[src/rtl/gmux_switch_ctrl.sv]
// gmux_switch_ctrl: glitch-free source switch and quadrant enable/VLP sequencer for a global clock mux
module gmux_switch_ctrl #(
  parameter int NUM_SRC   = 2,
  parameter int SEL_W     = $clog2(NUM_SRC),
  parameter int NUM_QUAD  = 4,
  parameter int RST_SEL   = 0,
  parameter int DIS_WAIT  = 4,
  parameter int SET_WAIT  = 4,
  parameter int VLP_IDLE  = 16,
  parameter int WAKE_WAIT = 2
) (
  input  logic                clk_i,
  input  logic                rst_i,
  input  logic                req_valid_i,
  output logic                req_ready_o,
  input  logic [SEL_W-1:0]    req_sel_i,
  input  logic [NUM_QUAD-1:0] req_qen_i,
  output logic                ack_o,
  output logic                err_o,
  output logic                busy_o,
  output logic [SEL_W-1:0]    ssel_o,
  output logic [NUM_QUAD-1:0] den_o,
  output logic [NUM_QUAD-1:0] dynen_o,
  output logic [NUM_QUAD-1:0] vlp_o
);
  localparam int MAXW = (DIS_WAIT > SET_WAIT) ? ((DIS_WAIT > WAKE_WAIT) ? DIS_WAIT : WAKE_WAIT)
                                              : ((SET_WAIT > WAKE_WAIT) ? SET_WAIT : WAKE_WAIT);
  localparam int CW = $clog2(MAXW + 1);
  localparam int VW = (VLP_IDLE > 0) ? $clog2(VLP_IDLE + 1) : 1;
  typedef enum logic [2:0] {IDLE, DRAIN, SWITCH, SETTLE, WAKE, ENABLE} state_t;
  state_t              state_q, state_d;
  logic [CW-1:0]       cnt_q, cnt_d;
  logic [SEL_W-1:0]    sel_q, sel_d, ssel_q, ssel_d;
  logic [NUM_QUAD-1:0] qen_q, qen_d, den_q, den_d, vlp_q, vlp_d, vlp_clr, vset, dynen_q, gq;
  logic                ack_q, ack_d, err_q, err_d, busy_q, ready_q, accept, go;
  logic [VW-1:0]       idle_q [NUM_QUAD];
  logic [VW-1:0]       idle_d [NUM_QUAD];
  assign accept = req_valid_i & ready_q;
  always_comb begin
    state_d = state_q;
    cnt_d   = (cnt_q != '0) ? cnt_q - 1'b1 : cnt_q;
    sel_d   = sel_q;
    qen_d   = qen_q;
    ssel_d  = ssel_q;
    den_d   = den_q;
    vlp_clr = '0;
    ack_d   = 1'b0;
    err_d   = 1'b0;
    go      = 1'b0;
    gq      = qen_q;
    case (state_q)
      IDLE: if (accept) begin
        if (int'(req_sel_i) >= NUM_SRC) err_d = 1'b1;
        else begin
          sel_d = req_sel_i;
          qen_d = req_qen_i;
          gq    = req_qen_i;
          if (req_sel_i != ssel_q) begin
            state_d = DRAIN;
            cnt_d   = CW'(DIS_WAIT - 1);
            den_d   = '0;
          end else go = 1'b1;
        end
      end
      DRAIN: if (cnt_q == '0) begin
        state_d = SWITCH;
        ssel_d  = sel_q;
      end
      SWITCH: begin
        state_d = SETTLE;
        cnt_d   = CW'(SET_WAIT - 1);
      end
      SETTLE: go = (cnt_q == '0);
      WAKE: if (cnt_q == '0) begin
        state_d = ENABLE;
        den_d   = qen_q;
        ack_d   = 1'b1;
      end
      ENABLE: state_d = IDLE;
      default: state_d = IDLE;
    endcase
    // Shared exit of the same-source accept and the settle phase: wake sleeping targets first
    if (go && |(gq & vlp_q)) begin
      state_d = WAKE;
      cnt_d   = CW'(WAKE_WAIT - 1);
      vlp_clr = gq;
    end else if (go) begin
      state_d = ENABLE;
      den_d   = gq;
      ack_d   = 1'b1;
    end
  end
  always_comb begin
    vset = '0;
    for (int i = 0; i < NUM_QUAD; i++) begin
      idle_d[i] = den_q[i] ? '0 : ((idle_q[i] == VW'(VLP_IDLE)) ? idle_q[i] : idle_q[i] + 1'b1);
      vset[i]   = (VLP_IDLE != 0) && !den_q[i] && (idle_q[i] == VW'(VLP_IDLE - 1));
    end
    vlp_d = (vlp_q | vset) & ~vlp_clr;
  end
  always_ff @(posedge clk_i) begin
    if (rst_i) begin
      state_q <= IDLE;
      cnt_q   <= '0;
      sel_q   <= '0;
      qen_q   <= '0;
      ssel_q  <= SEL_W'(RST_SEL);
      den_q   <= '0;
      vlp_q   <= '0;
      dynen_q <= '0;
      ack_q   <= 1'b0;
      err_q   <= 1'b0;
      busy_q  <= 1'b0;
      ready_q <= 1'b0;
      for (int i = 0; i < NUM_QUAD; i++) idle_q[i] <= '0;
    end else begin
      state_q <= state_d;
      cnt_q   <= cnt_d;
      sel_q   <= sel_d;
      qen_q   <= qen_d;
      ssel_q  <= ssel_d;
      den_q   <= den_d;
      vlp_q   <= vlp_d;
      dynen_q <= '1;
      ack_q   <= ack_d;
      err_q   <= err_d;
      busy_q  <= state_d != IDLE;
      ready_q <= state_d == IDLE;
      for (int i = 0; i < NUM_QUAD; i++) idle_q[i] <= idle_d[i];
    end
  end
  assign req_ready_o = ready_q;
  assign ack_o       = ack_q;
  assign err_o       = err_q;
  assign busy_o      = busy_q;
  assign ssel_o      = ssel_q;
  assign den_o       = den_q;
  assign dynen_o     = dynen_q;
  assign vlp_o       = vlp_q;
endmodule

[config.mk]
export PLATFORM = sky130hd
export DESIGN_NAME = gmux_switch_ctrl
export DESIGN_NICKNAME = d
export VERILOG_FILES = /design/src/rtl/gmux_switch_ctrl.sv
export SDC_FILE = /design/constraint.sdc
export NUM_CORES = 1
export LEC_CHECK = 0
export CAP_MARGIN = 20
export CORE_UTILIZATION = 55
export DETAILED_ROUTE_END_ITERATION = 16
export GPL_ROUTABILITY_DRIVEN = 0
export PLACE_DENSITY = 0.83
export SYNTH_ARGS = -nofsm -noshare
export SYNTH_HDL_FRONTEND = slang
export SYNTH_SLANG_ARGS = --single-unit
[constraint.sdc]
create_clock -name clk_i -period 2.8 [get_ports clk_i]
set_input_delay 0.42 -clock clk_i [delete_from_list [all_inputs] [get_ports clk_i]]
set_output_delay 0.42 -clock clk_i [all_outputs]
set_load 0.02 [all_outputs]
==> results of run 1 <==
==> final timing paths <==
check / startpoint / end / slack, ps / cells after the start
worst max-delay path: req_valid_i / den_o[2] / 440 / 8
worst min register to register: sel_q / sel_q / 500 / 2
worst min-delay path: sel_q / sel_q / 500 / 2
worst max register to register: state_q[0] / den_o[2] / 530 / 7
==> cells in the final DEF (no fill, tap or decap), types with 10 or more instances in the layout <==
cell / count
dfxtp_1: 44
clkdlybuf4s50_1: 23
nor2_1: 21
nor3_1: 19
inv_1: 18
nand2_1: 17
mux2i_1: 14
ha_1: 14
a21oi_1: 13
xnor2_1: 10
==> per-stage QoR <==
stage | setup slack [ps] | util [%] | instances | area, sq um
2_1_floorplan | 601.0 | - | 240 | 2153
3_3_place_gp | 255.6 | 65.45 | 307 | 2432
3_5_place_dp | 212.2 | 65.45 | 307 | 2432
4_1_cts | 472.8 | 68.05 | 314 | 2529
5_1_grt | 350.3 | 68.05 | 314 | 2529
6_report | 443.8 | 68.05 | 314 | 2529
==> critical path, delay by kind of cell <==
kind            cells  cell delay, ps
buf+inv             2             670
compound gates      2             610
simple gates        3             490
mux                 1             400
==> flip-flops by register name (all words and copies together), names as in the netlist <==
register,count
req_ready_o,1
busy_o,1
idle_q,20
sel_q,1
qen_q,4
den_o,4
ssel_o,1
cnt_q,3
state_q,3
dynen_o,1
vlp_o,4
ack_o,1
==> per-layer routing <==
metal / wire length, um / vias up / global-route usage, %
met1: 1906 / 788 / 25.57
met5: 0 / - / 0
met4: 44 / 0 / 6.389
met3: 146 / 6 / 5.986
met2: 1988 / 30 / 37.89
li1: - / 870 / -
==> layout make-up <==
cell class	instances	area, sq um
sequential	44	880.8
clock buffer	7	96.34
multi-input combinational	167	1141
timing repair buffer	30	282.8
inverter	18	67.56
tap	48	60.06
fill	314	1187
==> Yosys cell counts (2+ instances only) <==
cell type,number,area [sq um]
dfxtp_1,44,880.8
nor2_1,21,78.83
nor3_1,19,95.09
inv_1,18,67.56
nand2_1,17,63.81
ha_1,14,175.2
mux2i_1,14,140.1
a21oi_1,13,65.06
xnor2_1,10,87.58
o21ai_0,7,35.03
nor2b_1,6,37.54
a22oi_1,5,37.54
clkbuf_1,5,18.77
nand3_1,5,25.02
a31o_2,4,35.03
and3_1,4,25.02
buf_4,4,30.03
nor4b_1,4,35.03
or3_1,4,25.02
xor2_1,4,35.03
a22o_1,2,17.52
==> power breakdown <==
group | internal [uW] | switching, uW
logic | 324 | 400
registers | 739 | 114
clock network | 220 | 201
==> kinds of logic after synthesis <==
| group | synth area share, % |
|---|---|
| simple gates | 19.81 |
| flops | 40.91 |
| compound gates | 12.14 |
| buf+inv | 6.101 |
| mux | 7.031 |
| fa+ha+maj | 8.135 |
| xor+xnor | 5.694 |
| other cells | 0.1742 |
==> results.cfg, run 1 <==
[critical_path]
worstSetupPathType = input port to flip-flop
worst_path_most_repeated_cell = nand2_1
start_kind = input port
slowest_delay_ps = 460
path_cells = clkdlybuf4s50_1 > nand2_1 > nor3_2 > mux2_2 > a2111oi_4 > buf_4 > nand2_1 > a21oi_1
worstSetupEndpointType = flip-flop
crit_path_max_fanout = 7
cp.arrival_ps = 2580
crit_required_ps = 3020
critical_path.slowest_cell = clkdlybuf4s50_1

[synthesis]
synth-seq-area-share_pct = 40.91
netlist_area_sq_mm = 0.002153
synthesis.nets = 262
ys_seq_elements = 44
syn_inst = 240
async_flop_share_pct = 0
synth_ff_type = dfxtp_1
ys_types = 37
syn_area_per_cell_sq_um = 8.972
synth_edf_count = 0
yosys_warnings = 0

[global_routing]
grt_pass1_vias = 1610
grt-ovfl-total = 0
grt_max_degree = 16
grt_use_total_pct = 21.64
antenna_found_initial = 0
grt_pass1_wl_um = 7010

[power_and_ir_drop]
ir_drop_v = 0.0004295
p_total_uw = 1998
powerDensity_mw_per_mm2 = 790.0
leakage_uw = 0.0009542

[timing]
timing.final.crit_share_pct = 84.15
maxSlewHeadroom_pct = 41.87
fmax_ghz = 0.4244
rsz0062_at_grt = false
slew_violations = 0
fin_worst_skew_ps = 5.400
holdWs_ps = 503.2
finalHoldViolCount = 0
finalSetupTns_ps = 0
setup_violations = 0
fin_crit_ps = 2356
tightest_slew_ps = 859.8

[clock_network]
cts_root_buf = clkbuf_8
cts.sinks = 44
numCtsBuffers = 5
tritoncts = done
clock_path_buffers = 2
cts_setup_buffers = 0
htreeDepth = 2
cts_hold_buf = 0
clock_latency_ps = 290
clk_pin_slew_ps = 80
ctsResizeCount = 0

[finish]
area_growth_pct = 17.43
diodes = 0
nNetsFinal = 288
drive_above_1_share_pct = 8.647

[drt]
vias_per_cell = 5.395
drtIter0Drc = 153
vias = 1694
drtAntennaViolNets = 0
firstDrtPassIters = 5
drc = 0
post_drt_wl_per_cell_um = 13.01
wl_um = 4086

[floorplanning]
die_x_um = 64.57
initial_core_util_pct = 57.95
die_area_sq_mm = 0.004169
io-pin-count = 25
core_sq_mm = 0.003716
rows = 22
die_h_um = 64.57

[placed_design]
io_buffers = 23
dpl.hpwl_um = 2934

[run]
maxCapViolCount = 0

[worst_hold_path]
min_path_type = flip-flop to flip-flop

[outcome]
status = finished, final reports clean
Power figures use the tool's default switching activity.
==> run 2: changes to the inputs <==
--- a/config.mk
+++ b/config.mk
@@ -6,10 +6,10 @@
 export NUM_CORES = 1
 export LEC_CHECK = 0
 export CAP_MARGIN = 20
-export CORE_UTILIZATION = 55
+export CORE_UTILIZATION = 50
 export DETAILED_ROUTE_END_ITERATION = 16
 export GPL_ROUTABILITY_DRIVEN = 0
-export PLACE_DENSITY = 0.83
+export PLACE_DENSITY = 0.79
 export SYNTH_ARGS = -nofsm -noshare
 export SYNTH_HDL_FRONTEND = slang
 export SYNTH_SLANG_ARGS = --single-unit
==> constraint.sdc (replaced) <==
create_clock -name clk_i -period 2.13 [get_ports clk_i]
set_input_delay 0.3195 -clock clk_i [delete_from_list [all_inputs] [get_ports clk_i]]
set_output_delay 0.3195 -clock clk_i [all_outputs]
set_load 0.02 [all_outputs]
==> run 2 against run 1 <==
  * Critical path depth decreased by 1
  * Non-clock buffer count up 8
  * Total power rose by 45%
  * Highest routed layer unchanged
  * Flip-flop and latch count unchanged
  * Core utilization decreased by 1.6 points
  * Critical endpoint is now den_o[1]
  * Clock power is 66% higher
==> results.cfg, run 2 (synthesized netlist as in run 1, its figures left out) <==
[drt]
drtIter0Drc = 72
firstDrtPassIters = 4
drc = 0
drtAntennaViolNets = 0
vias_per_cell = 5.348
post_drt_wl_per_cell_um = 13.42
wl_um = 4362
vias = 1738

[timing]
finalSetupTns_ps = 0
timing.final.crit_share_pct = 97.08
maxSlewHeadroom_pct = 65.00
finalHoldViolCount = 0
fmax_ghz = 0.4836
setup_violations = 0
setup_slack_ps = 62.19
fin_worst_skew_ps = 5.277
fin_crit_ps = 2068
rsz0062_at_grt = true
slew_violations = 0
tightest_slew_ps = 519.6

[power_and_ir_drop]
powerDensity_mw_per_mm2 = 1074
ir_drop_v = 0.0005745
leakage_uw = 0.001035

[critical_path]
start_kind = flip-flop
crit_required_ps = 2320
cp.arrival_ps = 2260
worstSetupPathType = flip-flop to flip-flop
worstSetupEndpointType = flip-flop
crit_path_max_fanout = 7

[clock_network]
htreeDepth = 2
clock_path_buffers = 2
clock_latency_ps = 300
cts.sinks = 44
tritoncts = done
cts_root_buf = clkbuf_8
numCtsBuffers = 5
cts_hold_buf = 0
clk_pin_slew_ps = 80

[finish]
nFillCells = 357
layout_common_cells = dfxtp_1 (41), clkdlybuf4s50_1 (22), nor2_1 (21)
layout.core_utilization_pct = 66.42
largest_reg_flops = 20
area_growth_pct = 25.16
multiInputGateArea_sq_mm = 0.001192
diodes = 0
nNetsFinal = 296
mostFrequentLayoutCell = dfxtp_1
drive_above_1_share_pct = 15.64
max_flop_register = idle_q
regArea_sq_um = 884.6
instances_no_fill = 325

[placed_design]
dpl.cell_count = 316
dpl.hpwl_um = 3024
preCtsSetupSlack_ps = -194.0
io_buffers = 23

[floorplanning]
rows = 23
core_sq_mm = 0.004058
die_area_sq_mm = 0.004573
die_x_um = 67.63
die_h_um = 67.63
io-pin-count = 25
initial_core_util_pct = 53.07

[global_routing]
grt_use_total_pct = 21.81
grt_pass1_vias = 1634
antenna_found_initial = 0
grt-ovfl-total = 0
grt_pass1_wl_um = 7300
grt_max_degree = 38

[worst_hold_path]
min_path_type = flip-flop to flip-flop

[run]
maxCapViolCount = 0

[outcome]
status = finished, final reports clean
run 2: path summary, 6_finish.rpt:
path | start | to | slack, ps | cells after the start
worst max-delay path | state_q[0] | den_o[1] | 60 | 7
worst min-delay path | sel_q | sel_q | 500 | 2
worst max register to register | state_q[0] | den_o[1] | 60 | 7
worst min register to register | sel_q | sel_q | 500 | 2
run 2: worst max-delay path, cell delays in order (launching register included):
cell,delay [ps]
dfxtp_2,320
or2_4,260
nor3_4,170
mux2_4,340
a2111oi_4,460
buf_6,200
a31o_2,160
a21oi_1,40
run 2: area by class of cell:
type	instances	share of cell area, %
multi-input cells	167	44.24
flip-flops and latches	44	32.82
repair buffers	38	13.42
clock buffers	7	3.575
inverters	18	2.507
well taps	50	2.321
clock inverters	1	1.114
run 2: report_power, final:
group	internal, uW	switching [uW]	total, uW
clock network	414	286	699
logic	497	599	1100
registers	977	123	1100
total	1890	1010	2900
run 2: timing repair:
item,4_1_cts,5_1_grt
buffers inserted,0,1
resized for setup,0,13
endpoints found under the setup margin,0,10
run 2: per-stage QoR:
| stage | cell area (sq um) | hold slack (ps) | power (uW) |
|---|---|---|---|
| detailed placement | 2506 | 492.0 | 2148 |
| finish | 2695 | 500.8 | 2895 |
| floorplan | 2160 | 460.1 | 1812 |
| global route | 2695 | 542.7 | 3092 |
| CTS | 2633 | 511.7 | 2855 |
| global placement | 2506 | 477.1 | 2118 |
run 2: routing by layer:
metal	track usage, %	vias up	routed length [um]
met5	0	-	0
met4	7.979	0	82
met3	6.250	9	199
met2	33.79	40	1983
met1	28.43	801	2096
li1	-	888	-
